## config.mk

```make
export PLATFORM = sky130hd
export DESIGN_NAME = intc_vec
export DESIGN_NICKNAME = d
export VERILOG_FILES = /design/src/rtl/intc_pkg.sv /design/src/rtl/intc_timer.sv /design/src/rtl/intc_vec.sv
export SDC_FILE = /design/constraint.sdc
export NUM_CORES = 1
export LEC_CHECK = 0
export ABC_AREA = 1
export BUFFER_PORTS_ARGS = -buffer_cell sky130_fd_sc_hd__buf_4
export CAP_MARGIN = 20
export CORE_MARGIN = 10
export CORE_UTILIZATION = 40
export CTS_BUF_LIST = sky130_fd_sc_hd__clkbuf_8
export DETAILED_ROUTE_END_ITERATION = 8
export PLACE_DENSITY_LB_ADDON = 0.05
export SETUP_SLACK_MARGIN = 0.05
export SLEW_MARGIN = 10
export SYNTH_ARGS = -nofsm -noshare
export SYNTH_HDL_FRONTEND = slang
export SYNTH_HIERARCHICAL = 1
export SYNTH_SLANG_ARGS = --single-unit
```

## constraint.sdc

```tcl
create_clock -name clk -period 3 [get_ports clk]
set_clock_uncertainty 0.15 [all_clocks]
set_input_delay 0.45 -clock clk [delete_from_list [all_inputs] [get_ports clk]]
set_output_delay 0.45 -clock clk [all_outputs]
set_load 0.005 [all_outputs]
```

## src/rtl/intc_pkg.sv

```systemverilog
// rtl/intc_pkg.sv - shared types, default vectors and priority encoder for the vectored interrupt controller
package intc_pkg;

  typedef enum logic {IDLE = 1'b0, REQ = 1'b1} state_t;

  localparam int INTC_VEC_BASE   = 'h3F0;
  localparam int INTC_VEC_STRIDE = 4;
  localparam int FF_W            = 16;

  // Lowest set index wins (channel 0 is highest priority); returns 0 for an empty vector.
  function automatic logic [3:0] find_first(input logic [FF_W-1:0] v);
    logic [3:0] idx;
    idx = '0;
    for (int i = FF_W - 1; i >= 0; i--) begin
      if (v[i]) idx = 4'(i);
    end
    return idx;
  endfunction

endpackage

```

## src/rtl/intc_timer.sv

```systemverilog
// rtl/intc_timer.sv - periodic down-counter emitting a one-cycle tick every tmr_period clocks
module intc_timer #(
  parameter int TMR_W = 16
) (
  input  logic             clk,
  input  logic             reset,
  input  logic             tmr_we,
  input  logic [TMR_W-1:0] tmr_period,
  output logic             tick
);

  logic [TMR_W-1:0] r_period;
  logic [TMR_W-1:0] r_cnt;

  assign tick = (r_cnt == '0) && (r_period != '0);

  always_ff @(posedge clk) begin
    if (!reset) begin
      r_period <= '0;
      r_cnt    <= '0;
    end else if (tmr_we) begin
      r_period <= tmr_period;
      r_cnt    <= tmr_period - TMR_W'(1);
    end else if (tick) begin
      r_cnt <= r_period - TMR_W'(1);
    end else if (r_cnt != '0) begin
      r_cnt <= r_cnt - TMR_W'(1);
    end
  end

endmodule

```

## src/rtl/intc_vec.sv

```systemverilog
// rtl/intc_vec.sv - vectored, nesting interrupt controller with edge capture, mask and periodic timer source
module intc_vec
  import intc_pkg::*;
#(
  parameter int              N_IRQ      = 4,
  parameter int              PC_W       = 10,
  parameter int              TMR_W      = 16,
  parameter logic [PC_W-1:0] VEC_BASE   = PC_W'(INTC_VEC_BASE),
  parameter int              VEC_STRIDE = INTC_VEC_STRIDE,
  parameter int              TMR_CH     = N_IRQ - 1
) (
  input  logic                     clk,
  input  logic                     reset,
  input  logic [N_IRQ-1:0]         irq_in,
  input  logic                     mask_we,
  input  logic [N_IRQ-1:0]         mask_wd,
  input  logic                     vec_we,
  input  logic [$clog2(N_IRQ)-1:0] vec_sel,
  input  logic [PC_W-1:0]          vec_wd,
  input  logic                     tmr_we,
  input  logic [TMR_W-1:0]         tmr_period,
  input  logic                     int_ack,
  input  logic                     int_ret,
  output logic                     int_req,
  output logic [PC_W-1:0]          int_vec,
  output logic [$clog2(N_IRQ)-1:0] int_id,
  output logic [N_IRQ-1:0]         in_service
);

  localparam int ID_W = $clog2(N_IRQ);

  state_t           r_state, w_next;
  logic             r_armed;
  logic [N_IRQ-1:0] r_irq_q, r_pending, r_mask, r_isr;
  logic [PC_W-1:0]  r_vec_tbl [N_IRQ];
  logic [ID_W-1:0]  r_id;
  logic [PC_W-1:0]  r_vec;

  logic             w_tick, w_issue, w_ack;
  logic [3:0]       w_isr_top;
  logic [ID_W-1:0]  w_sel_id;
  logic [N_IRQ-1:0] w_edge, w_prio, w_elig, w_ack_bit, w_ret_bit;

  intc_timer #(.TMR_W(TMR_W)) u_timer (
    .clk        (clk),
    .reset      (reset),
    .tmr_we     (tmr_we),
    .tmr_period (tmr_period),
    .tick       (w_tick)
  );

  // r_armed masks the first cycle after reset so a level already high is not seen as an edge.
  assign w_edge    = ((irq_in & ~r_irq_q) & {N_IRQ{r_armed}})
                   | ({{(N_IRQ-1){1'b0}}, w_tick} << TMR_CH);
  assign w_isr_top = find_first(FF_W'(r_isr));
  assign w_prio    = (r_isr == '0) ? '1 : ((N_IRQ'(1) << w_isr_top) - N_IRQ'(1));
  assign w_elig    = r_pending & r_mask & w_prio;
  assign w_sel_id  = ID_W'(find_first(FF_W'(w_elig)));
  assign w_ack     = (r_state == REQ) && int_ack;
  assign w_ack_bit = w_ack ? (N_IRQ'(1) << r_id) : '0;
  assign w_ret_bit = (int_ret && (r_isr != '0)) ? (N_IRQ'(1) << w_isr_top) : '0;

  always_comb begin
    w_next  = r_state;
    w_issue = 1'b0;
    case (r_state)
      IDLE: begin
        if (w_elig != '0) begin
          w_next  = REQ;
          w_issue = 1'b1;
        end
      end
      REQ: begin
        if (int_ack) w_next = IDLE;
      end
    endcase
  end

  always_ff @(posedge clk) begin
    if (!reset) r_state <= IDLE;
    else        r_state <= w_next;
  end

  always_ff @(posedge clk) begin
    if (!reset) begin
      r_armed   <= 1'b0;
      r_irq_q   <= '0;
      r_pending <= '0;
      r_isr     <= '0;
      r_mask    <= '0;
      r_id      <= '0;
      r_vec     <= '0;
      for (int i = 0; i < N_IRQ; i++) begin
        r_vec_tbl[i] <= PC_W'(int'(VEC_BASE) + i * VEC_STRIDE);
      end
    end else begin
      r_armed   <= 1'b1;
      r_irq_q   <= irq_in;
      r_pending <= (r_pending & ~w_ack_bit) | w_edge;
      // Return clears the innermost level before an ack in the same cycle opens a new one.
      r_isr     <= (r_isr & ~w_ret_bit) | w_ack_bit;
      if (mask_we) r_mask <= mask_wd;
      if (vec_we && (int'(vec_sel) < N_IRQ)) r_vec_tbl[vec_sel] <= vec_wd;
      if (w_issue) begin
        r_id  <= w_sel_id;
        r_vec <= r_vec_tbl[w_sel_id];
      end
    end
  end

  assign int_req    = (r_state == REQ);
  assign int_id     = r_id;
  assign int_vec    = r_vec;
  assign in_service = r_isr;

endmodule

```

==> results.toml <==
[placement]
placed_cells = 888
portBuffers = 59
gp_congestion = 0.868
hpwlAfterDp_um = 10000

[setup_path]
reg2reg_from = "u_timer/r_period[2]$_SDFFE_PN0P_"
reg2reg_depth = 16
ff2ff_setup_slack_ns = 0.43
crit_top_cell = "nand2_1"
endpoint_kind = "flop"
worst_path_largest_cell_delay_ns = 0.37
rr_endpoint = "u_timer/r_cnt[10]$_SDFFE_PN0P_"
worstPathArrival_ns = 2.72
cp_top_family = "simple AND/OR/NAND/NOR gates"
cp_max_fo = 10
critical_path.slowest_cell = "dfxtp_1"
path_cells = "nor2_1 -> nand2_1 -> nor2_2 -> nand2_4 -> nand2_4 -> nand2_1 -> a21boi_4 -> ha_1 -> inv_1 -> nor2_2 -> nand2_1 -> nor2_4 -> nand2_1 -> nand2_1 -> nand3_1 -> nor2_1"
crit_path_start_kind = "flop"
path_depth = 16
worstPathBufferInverterCount = 1
crit_start = "u_timer/r_period[2]$_SDFFE_PN0P_"
critical_path_class = "reg -> reg"
crit_required_ns = 3.15
cp-endpoint = "u_timer/r_cnt[10]$_SDFFE_PN0P_"

[clock_tree]
cts.sinks = 102
root_buffer = "clkbuf_8"
clk-insertion-delay-late_ns = 0.37
hold_buffers = 0
htree_levels = 3
clk_path_buf_depth = 2
clk_pin_slew_ns = 0.09
cts_tree = "done"
cts_inserted_buffers = 9

[global_route]
grt_pass1_wl_um = 21400
grt_max_degree = 23
antenna_found_initial = 0
track_usage = 0.150
grt_pass1_vias = 4105
overflow = 0

[floorplan]
num_io_pins = 60
core_mm2 = 0.0125
start_util = 0.405
dieArea_mm2 = 0.0176
die_w_um = 133
fp.dieH_um = 133
num_rows = 41

[run_status]
outcome = "finished, final reports clean"

[synthesis]
synth_fp_nets = 715
synth_seq_cells = 102
yosysSeqAreaShare = 0.482
synth.distinct_cells = 37
synth_area_per_cell_um2 = 7.55
syn_inst = 671
ys_warn_count = 6
netlist_area_mm2 = 0.00506

[layout]
finalNonFillerCells = 905
diodes = 0
layout_common_cells = "nand2_1 (197), inv_1 (107), nand3_1 (77)"
area_growth_pct = 15.4
layout-drive-gt1-share = 0.169
final_common_cell = "nand2_1"
final_util = 0.467
nets = 772

[sta]
hold_viol_final = 0
rsz0062_at_grt = "false"
fin_crit_sh = 0.858
worst_pin_slew_ns = 0.751
slew_headroom = 0.498
fmax_ghz = 0.388
period_minus_slack_ns = 2.57
tns_ns = 0
setup_viol = 0
slew_viol_final = 0

[power]
leakagePower_nw = 2.83
max-vdd-ir-drop_mv = 0.205
power_density_mw_per_mm2 = 513
power_mw = 3.00

[route]
route.detailed.drc = 0
ant_nets = 0
drt_iter0_markers = 277
wl_per_cell_um = 14.6
drt_pass1_iterations = 5
num_vias = 4257
routed_wl_um = 13200
drt-vias-per-instance = 4.70

[run]
drv_cap = 0

[worst_hold_path]
hold_depth = 3
hold_start = "irq_in[0]"
min_path_type = "in -> reg"
[cells in the mapped netlist (all sizes together)]
| library cell | instances | area share |
|---|---|---|
| nand2 | 206 | 0.16 |
| inv | 112 | 0.083 |
| nor2 | 89 | 0.089 |
| nand3 | 79 | 0.080 |
| dfxtp | 62 | 0.25 |
| edfxtp | 40 | 0.24 |
| a21oi | 30 | 0.032 |
| buf | 13 | 0.015 |
| o21ai | 13 | 0.013 |
| clkbuf | 6 | 0.0044 |
| a31oi | 4 | 0.0049 |
| nand4 | 4 | 0.0062 |
| nor3 | 3 | 0.0052 |
| a21boi | 2 | 0.0059 |
| xor2 | 2 | 0.0035 |
| a211oi | 1 | 0.0015 |
| a221oi | 1 | 0.0017 |
| ha | 1 | 0.0025 |
| nand3b | 1 | 0.0040 |
| o31ai | 1 | 0.0015 |
| xnor2 | 1 | 0.0017 |
[metrics by stage]
stage                     instance area [um^2]  worst slack (ns)  hold WS [ns]
after floorplan                           5060             0.823         0.245
after global placement                    5660             0.453         0.256
after detailed placement                  5660             0.368         0.250
after CTS                                 5840             0.360        0.0946
after global routing                      5850             0.173         0.102
final                                     5850             0.425         0.120
[cell type report]
type,count,area (um^2)
Fill cell,1327,6670
Sequential cell,102,2440
Multi-Input combinational cell,438,2100
Timing Repair Buffer,65,488
Inverter,112,420
Tap cell,172,215
Clock buffer,11,151
Clock inverter,5,26.3
[cells by family (layout without fill, tap and decap cells)]
logic type      Yosys count  in the layout  synth area share
xor+xnor                  3              3           0.00519
simple gates            382            382             0.347
fa+ha+maj                 1              1           0.00247
flops                   102            102             0.482
compound gates           52             52            0.0603
buf+inv                 131            193             0.103
[state kept, by name, indices dropped and copies added (netlist names)]
name and cells:
r_irq_q 4, in_service 4, u_timer/r_cnt 16, int_id 2, u_timer/r_period 16, int_vec 10, r_mask 4, int_req 1
r_pending 4, r_armed 1, r_vec_tbl 40
[how the worst min path moves through the flow]
stage / slack, ns / end
floorplan: 0.24 / r_pending[2]$_SDFF_PN0_
global placement: 0.26 / r_pending[2]$_SDFF_PN0_
detailed placement: 0.25 / r_pending[2]$_SDFF_PN0_
CTS: 0.09 / r_irq_q[0]$_SDFF_PN0_
global route: 0.10 / r_irq_q[0]$_SDFF_PN0_
finish: 0.12 / r_irq_q[0]$_SDFF_PN0_
[where the power goes]
part	switching [mW]	leakage, nW	internal (mW)
clock	0.466	0.0983	0.341
sequential	0.0461	0.905	1.55
combinational	0.381	1.82	0.214
[what timing repair did]
action / 4_1_cts / 5_1_grt
setup buffers: 0 / 1
resized for setup: 0 / 0
hold endpoints to repair: 0 / 0
endpoints found under the setup margin: 0 / 1
[per-layer routing]
metal / global-route usage / vias to the layer above / share of wire
met1: 0.211 / 1944 / 0.51
met2: 0.225 / 90 / 0.43
met4: 0.0513 / 0 / 0.013
met3: 0.0295 / 13 / 0.047
met5: 0 / - / 0
li1: - / 2210 / -
[worst min-delay path, stage by stage]
cell and delay (ns):
buf_4 0.08, nand2_1 0.04, inv_1 0.04
No activity file was read; power rests on OpenSTA's default activity.
